### src/rtl/fetch_sequencer_if.sv
// Fetch sequencer bus: PC control, instruction-memory handshake, decode
// handshake, redirect/halt controls and the retired-instruction count.
interface fetch_sequencer_if #(
  parameter int unsigned COUNT_W = 32
);
  logic [31:0]        pc_q;
  logic [1:0]         PS;
  logic [29:0]        pc_in;
  logic               imem_req;
  logic [31:0]        imem_addr;
  logic               imem_ack;
  logic [31:0]        imem_rdata;
  logic               inst_valid;
  logic [31:0]        inst_data;
  logic               inst_ready;
  logic               branch_req;
  logic [29:0]        branch_offset;
  logic               jump_req;
  logic [29:0]        jump_target;
  logic               trap_req;
  logic               halt_req;
  logic               halted;
  logic [COUNT_W-1:0] inst_count;

  // Sequencer side.
  modport slave (
    input  pc_q, imem_ack, imem_rdata, inst_ready,
           branch_req, branch_offset, jump_req, jump_target, trap_req, halt_req,
    output PS, pc_in, imem_req, imem_addr, inst_valid, inst_data, halted, inst_count
  );

  // Environment side: PC register, instruction memory, decode, redirect sources.
  modport master (
    output pc_q, imem_ack, imem_rdata, inst_ready,
           branch_req, branch_offset, jump_req, jump_target, trap_req, halt_req,
    input  PS, pc_in, imem_req, imem_addr, inst_valid, inst_data, halted, inst_count
  );
endinterface

### src/rtl/fetch_sequencer.sv
// Instruction fetch control FSM: drives PC select/operand, a single-outstanding
// imem request, the decode valid/ready handshake and an accepted-instruction count.
module fetch_sequencer #(
  parameter logic [29:0] TRAP_VECTOR = 30'h00000100,
  parameter int unsigned COUNT_W     = 32
) (
  input logic             clock,
  input logic             reset,
  fetch_sequencer_if.slave bus
);

  typedef enum logic [2:0] {
    S_IDLE,
    S_FETCH,
    S_HOLD,
    S_DRAIN,
    S_HALT
  } state_t;

  state_t             state_q, state_d;
  logic               inst_valid_q, inst_valid_d;
  logic [31:0]        inst_data_q, inst_data_d;
  logic [COUNT_W-1:0] count_q, count_d;
  logic [1:0]         ps_c;
  logic [29:0]        pc_in_c;
  logic               redirect;

  always_ff @(posedge clock or posedge reset) begin
    if (reset) begin
      state_q      <= S_IDLE;
      inst_valid_q <= 1'b0;
      inst_data_q  <= '0;
      count_q      <= '0;
    end else begin
      state_q      <= state_d;
      inst_valid_q <= inst_valid_d;
      inst_data_q  <= inst_data_d;
      count_q      <= count_d;
    end
  end

  always_comb begin
    state_d      = state_q;
    inst_valid_d = inst_valid_q;
    inst_data_d  = inst_data_q;
    count_d      = count_q;
    ps_c         = 2'b00;
    pc_in_c      = '0;
    redirect     = (state_q != S_IDLE) && (bus.trap_req || bus.jump_req || bus.branch_req);

    // Redirects steer the PC on the same edge; lower-priority requests are dropped.
    if (state_q != S_IDLE) begin
      if (bus.trap_req) begin
        ps_c    = 2'b11;
        pc_in_c = TRAP_VECTOR;
      end else if (bus.jump_req) begin
        ps_c    = 2'b11;
        pc_in_c = bus.jump_target;
      end else if (bus.branch_req) begin
        ps_c    = 2'b10;
        pc_in_c = bus.branch_offset;
      end
    end

    unique case (state_q)
      S_IDLE: state_d = bus.halt_req ? S_HALT : S_FETCH;

      S_FETCH: begin
        if (bus.imem_ack) begin
          if (redirect) begin
            if (bus.halt_req) state_d = S_HALT;
          end else begin
            inst_data_d  = bus.imem_rdata;
            inst_valid_d = 1'b1;
            state_d      = S_HOLD;
          end
        end else if (redirect) begin
          state_d = S_DRAIN;
        end
      end

      S_HOLD: begin
        if (bus.inst_ready) begin
          count_d      = count_q + COUNT_W'(1);
          inst_valid_d = 1'b0;
          if (redirect) begin
            state_d = S_FETCH;
          end else begin
            ps_c    = 2'b01;
            state_d = bus.halt_req ? S_HALT : S_FETCH;
          end
        end else if (redirect) begin
          inst_valid_d = 1'b0;
          state_d      = S_FETCH;
        end
      end

      // The stale request must complete before a new one may be issued.
      S_DRAIN: if (bus.imem_ack) state_d = S_FETCH;

      S_HALT: if (!bus.halt_req) state_d = S_FETCH;

      default: state_d = S_IDLE;
    endcase
  end

  assign bus.PS         = ps_c;
  assign bus.pc_in      = pc_in_c;
  assign bus.imem_req   = (state_q == S_FETCH) || (state_q == S_DRAIN);
  assign bus.imem_addr  = bus.pc_q;
  assign bus.inst_valid = inst_valid_q;
  assign bus.inst_data  = inst_data_q;
  assign bus.halted     = (state_q == S_HALT);
  assign bus.inst_count = count_q;

endmodule

### src/flat_wrapper.sv
// flat-port wrapper written by rule: the top's interface ports become plain ports
module fetch_sequencer_flat 
#(
  parameter logic [29:0] TRAP_VECTOR = 30'h00000100,
  parameter int unsigned COUNT_W     = 32
)
  (clock, reset, bus_pc_q, bus_imem_ack, bus_imem_rdata, bus_inst_ready, bus_branch_req, bus_branch_offset, bus_jump_req, bus_jump_target, bus_trap_req, bus_halt_req, bus_PS, bus_pc_in, bus_imem_req, bus_imem_addr, bus_inst_valid, bus_inst_data, bus_halted, bus_inst_count);
  fetch_sequencer_if #(.COUNT_W(COUNT_W)) bus_i ();
  input logic clock;
  input logic reset;
  input wire logic [$bits(bus_i.pc_q)-1:0] bus_pc_q;
  input wire logic [$bits(bus_i.imem_ack)-1:0] bus_imem_ack;
  input wire logic [$bits(bus_i.imem_rdata)-1:0] bus_imem_rdata;
  input wire logic [$bits(bus_i.inst_ready)-1:0] bus_inst_ready;
  input wire logic [$bits(bus_i.branch_req)-1:0] bus_branch_req;
  input wire logic [$bits(bus_i.branch_offset)-1:0] bus_branch_offset;
  input wire logic [$bits(bus_i.jump_req)-1:0] bus_jump_req;
  input wire logic [$bits(bus_i.jump_target)-1:0] bus_jump_target;
  input wire logic [$bits(bus_i.trap_req)-1:0] bus_trap_req;
  input wire logic [$bits(bus_i.halt_req)-1:0] bus_halt_req;
  output wire logic [$bits(bus_i.PS)-1:0] bus_PS;
  output wire logic [$bits(bus_i.pc_in)-1:0] bus_pc_in;
  output wire logic [$bits(bus_i.imem_req)-1:0] bus_imem_req;
  output wire logic [$bits(bus_i.imem_addr)-1:0] bus_imem_addr;
  output wire logic [$bits(bus_i.inst_valid)-1:0] bus_inst_valid;
  output wire logic [$bits(bus_i.inst_data)-1:0] bus_inst_data;
  output wire logic [$bits(bus_i.halted)-1:0] bus_halted;
  output wire logic [$bits(bus_i.inst_count)-1:0] bus_inst_count;
  assign bus_i.pc_q = bus_pc_q;
  assign bus_i.imem_ack = bus_imem_ack;
  assign bus_i.imem_rdata = bus_imem_rdata;
  assign bus_i.inst_ready = bus_inst_ready;
  assign bus_i.branch_req = bus_branch_req;
  assign bus_i.branch_offset = bus_branch_offset;
  assign bus_i.jump_req = bus_jump_req;
  assign bus_i.jump_target = bus_jump_target;
  assign bus_i.trap_req = bus_trap_req;
  assign bus_i.halt_req = bus_halt_req;
  assign bus_PS = bus_i.PS;
  assign bus_pc_in = bus_i.pc_in;
  assign bus_imem_req = bus_i.imem_req;
  assign bus_imem_addr = bus_i.imem_addr;
  assign bus_inst_valid = bus_i.inst_valid;
  assign bus_inst_data = bus_i.inst_data;
  assign bus_halted = bus_i.halted;
  assign bus_inst_count = bus_i.inst_count;
  fetch_sequencer #(.TRAP_VECTOR(TRAP_VECTOR), .COUNT_W(COUNT_W)) u_core (.clock(clock), .reset(reset), .bus(bus_i));
endmodule
### config.mk
export PLATFORM = sky130hd
export DESIGN_NAME = fetch_sequencer_flat
export DESIGN_NICKNAME = d
export VERILOG_FILES = /design/src/rtl/fetch_sequencer_if.sv /design/src/rtl/fetch_sequencer.sv /design/src/flat_wrapper.sv
export SDC_FILE = /design/constraint.sdc
export NUM_CORES = 1
export LEC_CHECK = 0
export CAP_MARGIN = 20
export CORE_AREA = 4 4 99 101
export CTS_CLUSTER_SIZE = 30
export DETAILED_ROUTE_END_ITERATION = 8
export DIE_AREA = 0 0 103 105
export DONT_BUFFER_PORTS = 1
export MAX_ROUTING_LAYER = met4
export PLACE_DENSITY = 0.59
export SLEW_MARGIN = 20
export SYNTH_ARGS = -nofsm -noshare
export SYNTH_HDL_FRONTEND = slang
export SYNTH_SLANG_ARGS = --single-unit
export TNS_END_PERCENT = 100
### constraint.sdc
create_clock -name clock -period 2.96 [get_ports clock]
set_clock_uncertainty 0.15 [all_clocks]
set_input_delay 0.592 -clock clock [delete_from_list [all_inputs] [get_ports clock]]
set_output_delay 0.592 -clock clock [all_outputs]
set_load 0.01 [all_outputs]
==> impl_metrics.toml <==
[cts]
cts_buffers = 9
ctsLongestPathBuffers = 2
cts_setup_buffers = 0
clock_sinks = 68
htree_levels = 3
clkTransAtPathRegs_ns = 0.07
clk_latency_ns = 0.33
clockRootBuffer = "clkbuf_8"
hold_buffers = 0
cts_resized = 0
tritoncts = "done"

[timing]
fin_crit_ns = 2.59
setup_viol = 0
rsz0062_at_grt = "no"
finalHoldViolCount = 0
slew_headroom_pct = 53.1
worst_pin_slew_ns = 0.702
finalSetupTns_ns = 0
slew_violations = 0
clock.fmax_ghz = 0.386
holdWs_ns = 0.109
final.period_utilization_pct = 87.6

[die]
dieWidth_um = 103
core_mm2 = 0.00902
start_util_pct = 40.2
die_area_mm2 = 0.0108
io_pins = 263
die_h_um = 105
fp-row-count = 35

[critical_path]
critPathKind = "reg -> out"
r2r_end = "u_core.bus.inst_count[18]"
critical_path.max_fanout = 29
start_kind = "flip-flop"
crit_arrival_ns = 1.85
r2r_cells = 5
cp.required_ns = 2.22
end_kind = "output pin"
rrSetupSlack_ns = 0.75
reg2reg_from = "u_core.bus.inst_count[7]"

[drt]
wl_mm = 8.77
drt_iter0_drc = 79
first_pass_iters = 4
drc = 0
via_per_inst = 5.70
routedWlPerCell_um = 20.8
ant_nets = 0
vias = 2405

[hold_path]
hold_class = "in -> async"

[final_layout]
finalNetCount = 440
fillers = 873
diodes = 0
final-seq-area_mm2 = 0.00170
drive_gt1_share_pct = 13.8
stdcell_count = 422
final_cell_mix = "68 x dfrtp_1, 45 x nor2_1, 30 x a22oi_1, 20 x xnor2_1"
multiInputGateArea_mm2 = 0.00155
layout_commonest_cell = "dfrtp_1"
syn_to_final_growth_pct = 0.896

[synth]
synth_seq_cells = 68
syn-cell-area_mm2 = 0.00363
synthFlopType = "dfrtp_1"
synth_edf_count = 0
seq_area_frac_synth_pct = 46.9
synth-adder-area-share_pct = 0.345
synthMuxAreaShare_pct = 10.5
synthCells = 344
synth_simple_gate_area_share_pct = 15.7
yosysWarningCount = 0
synth-xor-area-share_pct = 7.48
async_flop_share_pct = 100
syn-mean-instance-area_um2 = 10.6
ys_types = 43
synth_area_leaders = "dfrtp_1 47%, buf_4 6.8%, a22oi_1 6.2%"
synth.largest_area_cell = "dfrtp_1"
synth_top_family_by_area = "simple AND/OR/NAND/NOR gates"
syn_nets = 477
synth_compound_area_share_pct = 8.55
synth_top_area_share_pct = 46.9

[run_status]
status = "completed"

[grt]
grt_use_total_pct = 16.1
grt_max_degree = 37
overflow = 0
grt_pass1_wl_mm = 13.3
grt_pass1_vias = 2482
antenna_found_initial = 0

[placed_design]
dpl.hpwl_mm = 7.02
place.port_buffers = 0
place.gp.congestion = 0.797
dp_cells = 407

[run]
cap_violations = 0

[power_and_ir_drop]
irDropWorstVdd_mv = 0.257
p_leak_nw = 1.61
p_per_area_mw_per_mm2 = 797
## worst max-delay path by stage
stage | depth (start not counted) | endpoint | startpoint
2_1_floorplan | 1 | u_core.bus.inst_count[0] | reset
3_3_place_gp | 6 | u_core.bus.inst_count[26] | bus_inst_ready
3_5_place_dp | 6 | u_core.bus.inst_count[26] | bus_inst_ready
4_1_cts | 3 | bus_pc_in[6] | u_core.state_q[1]
5_1_grt | 3 | bus_pc_in[6] | u_core.state_q[1]
6_report | 3 | bus_pc_in[21] | u_core.state_q[1]
## state kept, by name (all words and copies together) (netlist names)
register and count:
u_core.bus.inst_count 32, u_core.bus.inst_data 32, u_core.bus.inst_valid 1, u_core.state_q 3
## critical path, cell delays in order, from the launching register on
cell and delay [ns]:
dfrtp_1 0.50, nor3_2 0.33, or2_2 0.49, nor2_1 0.20
## logic make-up after synthesis
logic type,Yosys count
simple gates,107
flops,68
buf+inv,60
compound gates,43
mux,34
xor+xnor,31
fa+ha+maj,1
## layer usage
layer	up-vias	share of wire [%]	track usage (%)
met5	-	0	-
met3	8	13	6.14
met1	1138	37	18.4
met4	0	0.91	5.09
li1	1079	-	-
met2	180	50	26.0
## Yosys cell counts (2+ instances only)
cell,number
clkbuf_1,10
nand4_1,8
nand3_1,6
xor2_1,11
inv_1,8
mux2_2,14
nand2_1,19
nor3b_2,2
buf_2,4
and4_1,2
nor2_1,45
mux2_1,19
dfrtp_1,68
or3_1,2
a22oi_1,30
buf_4,33
a21oi_1,5
buf_6,4
and3_1,8
xnor2_1,20
nor3_2,4
## stage by stage
stage	setup WS [ns]	total power (W)	instance area [um2]	utilization (%)
2_1_floorplan	0.506	0.00210	3630	-
3_3_place_gp	0.674	0.00217	3460	38.4
3_5_place_dp	0.652	0.00219	3460	38.4
4_1_cts	0.332	0.00298	3660	40.6
5_1_grt	0.149	0.00314	3660	40.6
6_report	0.367	0.00292	3660	40.6
## where the power goes
group          total, W  switching (W)  internal (W)
sequential      0.00153       0.000337       0.00120
clock          0.000767       0.000312      0.000455
combinational  0.000621       0.000330      0.000291
total           0.00292       0.000979       0.00194
## final cells by class
cell class | instances | area share [%]
clock inverter | 1 | 0.820
clock buffer | 14 | 4.71
sequential | 68 | 46.4
timing repair buffer | 4 | 1.16
inverter | 8 | 0.820
multi-input combinational | 216 | 42.2
tap | 111 | 3.79
Note: power is estimated with default switching activity, not from simulation.
==> RTL change 1 (same settings) <==
`inst_data_q` no longer has a reset.
--- a/src/rtl/fetch_sequencer.sv
+++ b/src/rtl/fetch_sequencer.sv
@@ -29,14 +29,16 @@
     if (reset) begin
       state_q      <= S_IDLE;
       inst_valid_q <= 1'b0;
-      inst_data_q  <= '0;
       count_q      <= '0;
     end else begin
       state_q      <= state_d;
       inst_valid_q <= inst_valid_d;
-      inst_data_q  <= inst_data_d;
       count_q      <= count_d;
     end
+  end
+
+  always_ff @(posedge clock) begin
+    inst_data_q <= inst_data_d;
   end
 
   always_comb begin
Function: differs if reset is asserted again (counterexample within 4 cycles, from zero or initial values and one cycle with reset high); with reset held inactive, the same outputs for 10 cycles.
==> RTL change 1 against the unedited design <==
Worst setup slack better by 0.020 ns; area after synthesis is 7.3% lower; final area is 5.7% lower; routed wire length is 8.6% higher; sequential cell count stayed put; global-route usage is 1.6 points higher; sequential power is 27% lower; first-iteration DRC count is 87% higher; maximum frequency is 0.79% higher; total power is 23% lower; critical path type unchanged; critical endpoint is now bus_PS[0]; largest power group unchanged.
==> RTL change 1: results (changes against the unedited design) <==
Run status
  • Status: finished clean (unchanged)

STA
  • Worst-margin pin slew: 0.5336 ns (was 0.7019 ns)
  • Final hold slack: 0.08415 ns (was 0.1089 ns)
  • Final period util: 86.90% (was 87.59%)

Yosys
  • Top cells by instance count after synthesis: nor2_1 (39), dfrtp_1 (36), buf_4 (33) (was dfrtp_1 (68), nor2_1 (45), buf_4 (33))
  • Seq/Total Area, Yosys: 55.30% (was 46.86%)
  • Syn Area/Cell: 11.11 um2 (was 10.56 um2)
  • Net Count, Synth: 436 (was 477)
  • Post-synth EDFFs: 32 (was 0)
  • Area contributors post-synth: edfxtp_1 (29%), dfrtp_1 (27%), buf_4 (7.4%) (was dfrtp_1 (47%), buf_4 (6.8%), a22oi_1 (6.2%))

GRT
  • Vias in the first global route: 2091 (was 2482)
  • Total GRT Usage: 17.71% (was 16.15%)

Critical path
  • R2R cell count: 5 (unchanged)
  • CP max stage delay: 0.48 ns (was 0.50 ns)
  • RR Startpoint: u_core.state_q[0]$_DFFE_PP0P_ (was u_core.bus.inst_count[7]$_DFFE_PP0P_)
  • CP Capture Point: bus_PS[0] (was bus_pc_in[21])
  • Critical path class: flip-flop to primary output (unchanged)
  • Critical path arrival: 1.83 ns (was 1.85 ns)
  • Reg2reg end: u_core.bus.inst_count[29]$_DFFE_PP0P_ (was u_core.bus.inst_count[18]$_DFFE_PP0P_)

Layout
  • Design area: 3453 um2 (was 3664 um2)
  • Share of cells above drive strength 1: 11.59% (was 13.83%)
  • Nets: 404 (was 440)

Placement
  • Pre-CTS setup slack: 0.5406 ns (was 0.6523 ns)
  • HPWL Detailed: 7824 um (was 7024 um)
  • Post-DP Area: 3224 um2 (was 3461 um2)
  • Placed cells: 371 (was 407)
  • GPL Wtd Cong: 0.8191 (was 0.7967)

Drt
  • Post-Route M1 WL: 3415 um (was 3205 um)
  • Met3 wire length: 1320 um (was 1132 um)
  • Detailed Route WL: 9525 um (was 8773 um)
  • DR WL met2: 4695 um (was 4355 um)
  • Vias post-DR: 2125 (was 2405)
  • Avg WL per Cell: 24.61 um (was 20.79 um)

Pwr
  • Leakage Power: 0.001373 uW (was 0.001608 uW)
  • Part of the power in registers: 50.0% (was 52.5%)
  • Power consumption: 2247 uW (was 2921 uW)
  • Gate power share: 13.9% (was 21.3%)
  • Peak supply drop: 0.2180 mV (was 0.2570 mV)

Clocking
  • Clk buf depth: 2 (unchanged)
  • Clock root cell: clkbuf_8 (unchanged)
RTL change 1: cells by family (layout without fill, tap and decap cells):
kind of cell	after synthesis	in the layout	synth area share, %
flops	68	68	55.30
fa+ha+maj	1	1	0.3715
xor+xnor	32	32	8.324
simple gates	112	112	17.73
compound gates	39	39	8.399
buf+inv	51	24	9.885
RTL change 1: cell type report:
type	instances	area, um2
multi-input combinational	184	1177
timing repair buffer	5	37.54
clock inverter	1	7.507
tap	111	138.9
fill	882	5568
sequential	68	1862
inverter	3	11.26
clock buffer	15	219.0
RTL change 1: worst max-delay path, delay by kind of cell, from the launching register on:
family	cells	cell delay [ns]
flip-flops	1	0.48
AND/OR/NAND/NOR	1	0.42
AO/OA/AOI/OAI	1	0.31
buffers and inverters	1	0.28
RTL change 1: routing by layer:
layer,track usage (%),vias up
met5,-,-
met4,5.273,0
met3,11.21,8
met2,27.13,151
met1,18.82,991
li1,-,975
==> RTL change 2 (same settings) <==
Without the edit above. `COUNT_W` is set to 32 in 3 places; all go to 48.
--- a/src/rtl/fetch_sequencer_if.sv
+++ b/src/rtl/fetch_sequencer_if.sv
@@ -1,7 +1,7 @@
 // Fetch sequencer bus: PC control, instruction-memory handshake, decode
 // handshake, redirect/halt controls and the retired-instruction count.
 interface fetch_sequencer_if #(
-  parameter int unsigned COUNT_W = 32
+  parameter int unsigned COUNT_W = 48
 );
   logic [31:0]        pc_q;
   logic [1:0]         PS;
--- a/src/rtl/fetch_sequencer.sv
+++ b/src/rtl/fetch_sequencer.sv
@@ -2,7 +2,7 @@
 // imem request, the decode valid/ready handshake and an accepted-instruction count.
 module fetch_sequencer #(
   parameter logic [29:0] TRAP_VECTOR = 30'h00000100,
-  parameter int unsigned COUNT_W     = 32
+  parameter int unsigned COUNT_W     = 48
 ) (
   input logic             clock,
   input logic             reset,
--- a/src/flat_wrapper.sv
+++ b/src/flat_wrapper.sv
@@ -2,7 +2,7 @@
 module fetch_sequencer_flat 
 #(
   parameter logic [29:0] TRAP_VECTOR = 30'h00000100,
-  parameter int unsigned COUNT_W     = 32
+  parameter int unsigned COUNT_W     = 48
 )
   (clock, reset, bus_pc_q, bus_imem_ack, bus_imem_rdata, bus_inst_ready, bus_branch_req, bus_branch_offset, bus_jump_req, bus_jump_target, bus_trap_req, bus_halt_req, bus_PS, bus_pc_in, bus_imem_req, bus_imem_addr, bus_inst_valid, bus_inst_data, bus_halted, bus_inst_count);
   fetch_sequencer_if #(.COUNT_W(COUNT_W)) bus_i ();
Ports: changed (resized bus_inst_count); port bits go from 263 to 279. The function was not compared with the original's and may differ.
==> RTL change 2 against the unedited design <==
Worst setup slack worse by 0.086 ns; total power up 12%; synthesized cell count up 17%; first-iteration DRC count up 35%; sequential cell count up 16; final area up 20%; routed wire length up 28%; area after synthesis up 20%; critical path type unchanged; critical endpoint is now bus_pc_in[7].
==> RTL change 2: results (changes against the unedited design) <==
Run status
  • Status: finished clean (unchanged)

Yosys
  • Synth cell types: 44 (was 43)
  • Area contributors post-synth: dfrtp_1 (48%), mux2_2 (8.5%), xnor2_1 (7.2%) (was dfrtp_1 (47%), buf_4 (6.8%), a22oi_1 (6.2%))
  • Mapped Cells: 402 (was 344)
  • Top cells by instance count after synthesis: dfrtp_1 (84), nor2_1 (40), xnor2_1 (36) (was dfrtp_1 (68), nor2_1 (45), buf_4 (33))
  • Net Count, Synth: 535 (was 477)

Clocking
  • Clock Latency Late Sink: 0.35 ns (was 0.33 ns)

STA
  • Final period util: 90.49% (was 87.59%)
  • Relative slew margins: 54.06% (was 53.14%)

Layout
  • Clock-cell share: 4.110% (was 5.533%)
  • Signal inverters: 5 (was 8)
  • Share of cells above drive strength 1: 18.13% (was 13.83%)
  • Flip-flop and latch count: 84 (was 68)
  • Clkbuf count: 10 (was 14)
  • Buffer share of cell area: 1.474% (was 1.161%)
  • Seq area share: 47.62% (was 46.45%)
  • Finished Core Util: 48.93% (was 40.61%)
  • Multi-In Gates: 264 (was 216)

Pwr
  • Power Density: 739.0 nW/um2 (was 797.4 nW/um2)
  • Peak supply drop: 0.2791 mV (was 0.2570 mV)
  • Leakage Power: 0.001950 uW (was 0.001608 uW)
  • Gate power share: 22.3% (was 21.3%)
  • Clk. pwr: 778 uW (was 767 uW)

Placement
  • HPWL Detailed: 8958 um (was 7024 um)
  • Placed cells: 471 (was 407)
  • Post-DP Area: 4230 um2 (was 3461 um2)
  • GPL Wtd Cong: 0.7773 (was 0.7967)
  • Pre-CTS setup slack: 0.4972 ns (was 0.6523 ns)

Drt
  • Detailed Route WL: 11240 um (was 8773 um)

GRT
  • Met2 usage in global routing: 30.75% (was 25.99%)
  • Total GRT Usage: 20.84% (was 16.15%)
  • Grt met3 use: 8.745% (was 6.142%)
  • Largest net degree at the start of global routing: 46 (was 37)
  • Vias in the first global route: 2904 (was 2482)

Critical path
  • RR Startpoint: u_core.state_q[0]$_DFFE_PP0P_ (was u_core.bus.inst_count[7]$_DFFE_PP0P_)
  • Critical path arrival: 1.94 ns (was 1.85 ns)
  • R2R cell count: 7 (was 5)
==> RTL change 2: cell count changes in the layout (fill, tap and decap cells not counted), moves of 4 or more <==
cell,unedited run,this run
dfrtp_1,68,84
nor2_1,45,39
nand3_1,6,25
mux2_1,19,0
nor3_1,1,7
xnor2_1,20,36
mux2_2,14,33
clkinv_2,0,4
nand4_1,8,14
and4_1,2,6
==> RTL change 2: cells by family (layout without fill, tap and decap cells) <==
logic type / after synthesis / count (layout) / synth area share [%]
simple gates: 137 / 137 / 17.28
flops: 84 / 84 / 48.22
buf+inv: 54 / 27 / 8.151
xor+xnor: 47 / 47 / 9.443
compound gates: 44 / 44 / 7.406
mux: 35 / 35 / 9.214
fa+ha+maj: 1 / 1 / 0.2870
==> RTL change 2: layer usage <==
layer  share of wire, %  up-vias  wire (um)
met5                  0        -          0
met2                 46      197       5198
met3                 12       20       1354
met1                 37     1431       4212
li1                   -     1327          -
met4                4.3        0        478
